==> config.mk <==
export PLATFORM = sky130hd
export DESIGN_NAME = pkmc_sdram_arbiter
export DESIGN_NICKNAME = d
export VERILOG_FILES = /design/src/rtl/pkmc_sdram_arbiter.sv
export SDC_FILE = /design/constraint.sdc
export NUM_CORES = 1
export LEC_CHECK = 0
export CAP_MARGIN = 5
export CELL_PAD_IN_SITES_DETAIL_PLACEMENT = 1
export CELL_PAD_IN_SITES_GLOBAL_PLACEMENT = 1
export CORE_UTILIZATION = 44
export DETAILED_ROUTE_END_ITERATION = 8
export PLACE_DENSITY_LB_ADDON = 0.1
export SYNTH_ARGS = -nofsm -noshare
export SYNTH_HDL_FRONTEND = slang
export SYNTH_SLANG_ARGS = --single-unit
==> constraint.sdc <==
create_clock -name clk_i -period 4.4 [get_ports clk_i]
set_clock_uncertainty 0.2 [all_clocks]
set_input_delay 1.32 -clock clk_i [delete_from_list [all_inputs] [get_ports clk_i]]
set_output_delay 1.32 -clock clk_i [all_outputs]
set_load 0.01 [all_outputs]
==> src/rtl/pkmc_sdram_arbiter.sv <==
// Two-master SDRAM access arbiter with an auto-refresh scheduler. Round-robin tie-break;
// define PKMC_ARB_FIXED_PRIO_EN to give master 1 fixed priority on a tie instead.
module pkmc_sdram_arbiter #(
  parameter int REFRESH_CYCLES = 390,
  parameter int CNT_W          = 9
) (
  input  logic       clk_i,
  input  logic       rst_n_i,
  input  logic       init_done_i,
  input  logic       req0_i,
  input  logic       req1_i,
  input  logic       we0_i,
  input  logic       we1_i,
  input  logic       ctrl_done_i,
  output logic       ctrl_req_o,
  output logic       ctrl_we_o,
  output logic       refr_req_o,
  output logic [1:0] gnt_o,
  output logic       ack0_o,
  output logic       ack1_o,
  output logic       refr_ovf_o
);

  localparam logic [CNT_W-1:0] RELOAD = CNT_W'(REFRESH_CYCLES - 1);

  typedef enum logic [1:0] {S_IDLE, S_BUSY, S_REFRESH} state_t;

  state_t           r_state, w_state_nxt;
  logic [CNT_W-1:0] r_cnt;
  logic [1:0]       r_pend;
  logic             r_ovf;
  logic [1:0]       r_gnt, w_gnt_nxt;
  logic             r_creq, w_creq_nxt;
  logic             r_we, w_we_nxt;
  logic             r_refr, w_refr_nxt;
  logic             w_ack0, w_ack1, w_dec, w_tick, w_sel;

  assign w_tick = init_done_i && (r_cnt == '0);

`ifdef PKMC_ARB_FIXED_PRIO_EN
  assign w_sel = req1_i;
`else
  logic r_last;

  // On a tie the master not served last wins; r_last = 1 means m1 was served last.
  assign w_sel = (req0_i && req1_i) ? ~r_last : req1_i;

  always_ff @(posedge clk_i or negedge rst_n_i) begin
    if (!rst_n_i)
      r_last <= 1'b1;
    else if (r_state == S_IDLE && w_state_nxt == S_BUSY)
      r_last <= w_sel;
  end
`endif

  always_ff @(posedge clk_i or negedge rst_n_i) begin
    if (!rst_n_i)
      r_cnt <= RELOAD;
    else if (!init_done_i || r_cnt == '0)
      r_cnt <= RELOAD;
    else
      r_cnt <= r_cnt - 1'b1;
  end

  // A tick coinciding with a completed refresh cancels out; a tick at 3 is lost.
  always_ff @(posedge clk_i or negedge rst_n_i) begin
    if (!rst_n_i) begin
      r_pend <= 2'd0;
      r_ovf  <= 1'b0;
    end else if (!init_done_i) begin
      r_pend <= 2'd0;
    end else if (w_tick && !w_dec) begin
      if (r_pend == 2'd3)
        r_ovf <= 1'b1;
      else
        r_pend <= r_pend + 2'd1;
    end else if (!w_tick && w_dec) begin
      r_pend <= r_pend - 2'd1;
    end
  end

  always_ff @(posedge clk_i or negedge rst_n_i) begin
    if (!rst_n_i) begin
      r_state <= S_IDLE;
      r_gnt   <= 2'b00;
      r_creq  <= 1'b0;
      r_we    <= 1'b0;
      r_refr  <= 1'b0;
    end else begin
      r_state <= w_state_nxt;
      r_gnt   <= w_gnt_nxt;
      r_creq  <= w_creq_nxt;
      r_we    <= w_we_nxt;
      r_refr  <= w_refr_nxt;
    end
  end

  always_comb begin
    w_state_nxt = r_state;
    w_gnt_nxt   = r_gnt;
    w_creq_nxt  = r_creq;
    w_we_nxt    = r_we;
    w_refr_nxt  = r_refr;
    w_ack0      = 1'b0;
    w_ack1      = 1'b0;
    w_dec       = 1'b0;
    if (!init_done_i) begin
      w_state_nxt = S_IDLE;
      w_gnt_nxt   = 2'b00;
      w_creq_nxt  = 1'b0;
      w_we_nxt    = 1'b0;
      w_refr_nxt  = 1'b0;
    end else begin
      case (r_state)
        S_IDLE: begin
          if (r_pend != 2'd0) begin
            w_state_nxt = S_REFRESH;
            w_refr_nxt  = 1'b1;
          end else if (req0_i || req1_i) begin
            w_state_nxt = S_BUSY;
            w_gnt_nxt   = w_sel ? 2'b10 : 2'b01;
            w_creq_nxt  = 1'b1;
            w_we_nxt    = w_sel ? we1_i : we0_i;
          end
        end
        S_BUSY: begin
          if (ctrl_done_i) begin
            w_ack0      = r_gnt[0];
            w_ack1      = r_gnt[1];
            w_state_nxt = S_IDLE;
            w_gnt_nxt   = 2'b00;
            w_creq_nxt  = 1'b0;
            w_we_nxt    = 1'b0;
          end
        end
        S_REFRESH: begin
          if (ctrl_done_i) begin
            w_state_nxt = S_IDLE;
            w_refr_nxt  = 1'b0;
            w_dec       = 1'b1;
          end
        end
        default: w_state_nxt = S_IDLE;
      endcase
    end
  end

  assign gnt_o      = r_gnt;
  assign ctrl_req_o = r_creq;
  assign ctrl_we_o  = r_we;
  assign refr_req_o = r_refr;
  assign ack0_o     = w_ack0;
  assign ack1_o     = w_ack1;
  assign refr_ovf_o = r_ovf;

endmodule

==> metrics, run 1 <==
Leakage Power=~0.56 nW; Compound-Gate Fraction of Synth Area=between 20% and 30%; Detail Route Antenna Nets=0; crit path kind=in -> out; IO Pins=16; R2R Path Start=r_state[0]; Worst Tran Pin Value=~0.9 ns; Die H=a little over 50 µm; sequential share of power=53.7%; Clk pwr share=28.3%; Synth Area per Inst=~10 µm²; simple-gate share of the synthesized area=about 20%; max frequency=approximately 240 MHz; layout cells sized above 1=approximately a tenth; core footprint=between 0.002 and 0.0025 mm²; max-cap viol count=0; mux share of post-synthesis cell area=roughly 3.8%; fin crit share=94.6%; Die W=51.8 µm; # DRC=0; Synth Area in Adders=roughly 5.7%; Cell Chain, Critical Path=clkdlybuf4s50_1 > and4_1 > clkdlybuf4s50_1; Seq/Total Area, Yosys=a little under half; final hold slack=between 0.2 and 0.3 ns; Post-CTS Setup Repair Bufs=0; Post-Synth XOR/XNOR Area=under 10%; GPL Wtd Cong=between 0.7 and 0.8; first-pass GRT wire length=roughly 4200 µm; CTS Buffer Depth=2; Mapped Nets=between 100 and 150; Synth-to-Final Area Change=20.7%; antenna violations before repair=0; CTS sink cnt=20; drt pass-1 iters=4; largest net degree at the start of global routing=21; Slew Limit Fails=0; Via-to-Cell Ratio=approximately 6; R2R Setup Slk=2.33 ns; largest family of logic cells by synthesized area=simple AND/OR/NAND/NOR gates; RR Endpoint=r_last; DR vias=slightly above 900; status=finished, final reports clean; CP endpoint kind=output pin; TritonCTS Buffers=3; maximum vdd ir drop=approximately 0.19 mV; # diodes=0; Tmin final=around 4.2 ns; Filler Cell Count=260; cell depth of the worst flop-to-flop path=5; nets=roughly 140; Max H-tree Level=1; worst hold endpoint=r_cnt[0]; I/O Buffers=15; net switching share of the total power=between 20% and 30%; routed wire length=2440 µm; worst rel slew slack=around two fifths; Post-synth ARST share=100%; Synthesis Warnings=0; crit path max fanout=6; clock root buffer=clkbuf_4; Clock transition at path regs=~0.11 ns; GRT Residual Overflow=0; Pwr Density=roughly 300 mW/mm²; CTS Hold Bufs=0; CTS resizes=0; Starting Density=between 40% and 50%; Top cell by count, worst path=clkdlybuf4s50_1; biggest cell delay along the critical path=around 0.57 ns; data required time of the worst path=2.88 ns; Min-Delay Path Depth=1; vias in the first global route=approximately 950; RSZ-0062 raised after global routing=no; HPWL after DPL=roughly 1800 µm; die area=0.00268 mm²; P_int=around 290 µW; final hold violations=0; CTS tree=yes; main flop type after synthesis=dfrtp_1; setup violators final=0; Wirelength per Cell=between 15 and 20 µm; Total GRT Usage=between 20% and 30%; Post-Syn Area=approximately 0.0011 mm²; number of synthesized flops with an enable pin=0; Iter 0 DRT Violations=5; Hold/Removal Path Class=reg -> reg; worst hold start=r_cnt[0]; setup TNS=0 ns; sw power=108 µW; Clk Latency, worst-skew pair=0.31 ns; critical path launch point type=primary input; Row Count=17; FF+latch count, synth=20; Unique masters post-synth=37; crit path DAT=between 2 and 3 ns; CP max-delay cell=clkdlybuf4s50_1; Synth Instances=about 110; combinational fraction of design power=18.1%
## power groups by stage
stage	sequential [mW]	combinational (mW)	clock, mW
final	0.212	0.0713	0.112
after global routing	0.214	0.0804	0.120
after CTS	0.212	0.0724	0.113
after detailed placement	0.216	0.0720	0
after global placement	0.215	0.0692	0
after floorplan	0.215	0.0386	0
## sequential cells by signal (all words and copies together) (netlist names)
name / cells
ctrl_we_o: 1
r_pend: 2
gnt_o: 2
r_state: 2
refr_ovf_o: 1
r_last: 1
r_cnt: 9
refr_req_o: 1
ctrl_req_o: 1
## cells by family (layout without fill, tap and decap cells)
| logic type | count (synthesis) | in the layout |
|---|---|---|
| and+or+nand+nor | 38 | 38 |
| AOI/OAI and AO/OA | 34 | 34 |
| DFF | 20 | 20 |
| buffers and inverters | 6 | 25 |
| adders and majority gates | 5 | 5 |
| muxes | 4 | 4 |
| xor gates and xnor gates | 2 | 2 |
## area by class of cell
cell class	instances	area [µm²]	share of cell area (%)
flip-flops and latches	20	507	38.5
clock buffers	4	36.3	2.76
well taps	28	35.0	2.66
repair buffers	16	158	12.0
inverters	5	18.8	1.43
multi-input cells	83	561	42.6
## Yosys cell counts, types with 2 or more instances
library cell	number	area share [%]
a21boi_0	6	4.1
o21ai_0	10	4.6
xnor2_1	2	1.6
nand2_1	6	2.1
or4_1	3	2.1
a21boi_1	2	1.4
inv_1	5	1.7
dfrtp_1	15	34
dfstp_2	5	12
a21oi_1	6	2.8
o31ai_1	3	2.1
nand3_1	2	0.92
ha_1	5	5.7
nor2_1	11	3.8
and3_1	2	1.1
and4_1	2	1.6
mux2i_1	3	2.8
nor2b_1	2	1.1
## stage by stage
stage               std cells  utilization [%]  power [mW]  area, µm²  worst slack, ns
floorplan                 109                -       0.253       1090             1.34
global placement          152             56.2       0.284       1280            0.240
detailed placement        152             56.2       0.288       1280            0.231
CTS                       156             57.8       0.398       1320            0.221
global route              156             57.8       0.414       1320            0.201
finish                    156             57.8       0.395       1320            0.236
## cells in the final DEF, fill, tap and decap left out, types with 3 or more instances in the layout
master           netlist  final
o21ai_0               10     10
a21oi_1                6      6
o31ai_1                3      3
nor2_1                11     11
or4_1                  3      3
clkbuf_4               0      3
nand2_1                6      6
dfrtp_1               15     15
mux2i_1                3      3
inv_1                  5      5
clkdlybuf4s50_1        0     15
a21boi_0               6      6
dfstp_2                5      5
ha_1                   5      5
## critical path: cells and delay by family
family | cells | cell delay (ns)
buf+inv | 2 | 1.11
simple gates | 1 | 0.22
## routing by layer
layer / track usage, % / vias to the layer above / part of all wire [%]
met3: 1.75 / 5 / 2.0
met2: 39.2 / 13 / 52
met1: 25.1 / 464 / 44
li1: - / 440 / -
met5: 0 / - / 0
met4: 8.11 / 0 / 1.7
## how the worst max path moves through the flow
stage	slack (ns)	start	depth (start not counted)	endpoint
global route	0.20	ctrl_done_i	3	ack0_o
detailed placement	0.23	ctrl_done_i	3	ack0_o
floorplan	1.34	ctrl_done_i	1	ack0_o
global placement	0.24	ctrl_done_i	3	ack1_o
CTS	0.22	ctrl_done_i	3	ack0_o
finish	0.24	ctrl_done_i	3	ack0_o
Power figures use the tool's default switching activity.
==> run 2, diff against run 1 <==
--- a/config.mk
+++ b/config.mk
@@ -9,7 +9,9 @@
 export CELL_PAD_IN_SITES_DETAIL_PLACEMENT = 1
 export CELL_PAD_IN_SITES_GLOBAL_PLACEMENT = 1
 export CORE_UTILIZATION = 44
+export CTS_CLUSTER_DIAMETER = 40
 export DETAILED_ROUTE_END_ITERATION = 8
+export HOLD_SLACK_MARGIN = 0.1
 export PLACE_DENSITY_LB_ADDON = 0.1
 export SYNTH_ARGS = -nofsm -noshare
 export SYNTH_HDL_FRONTEND = slang
==> results of run 2 <==
The final DEF is identical to that of run 1; final timing and power are the same.
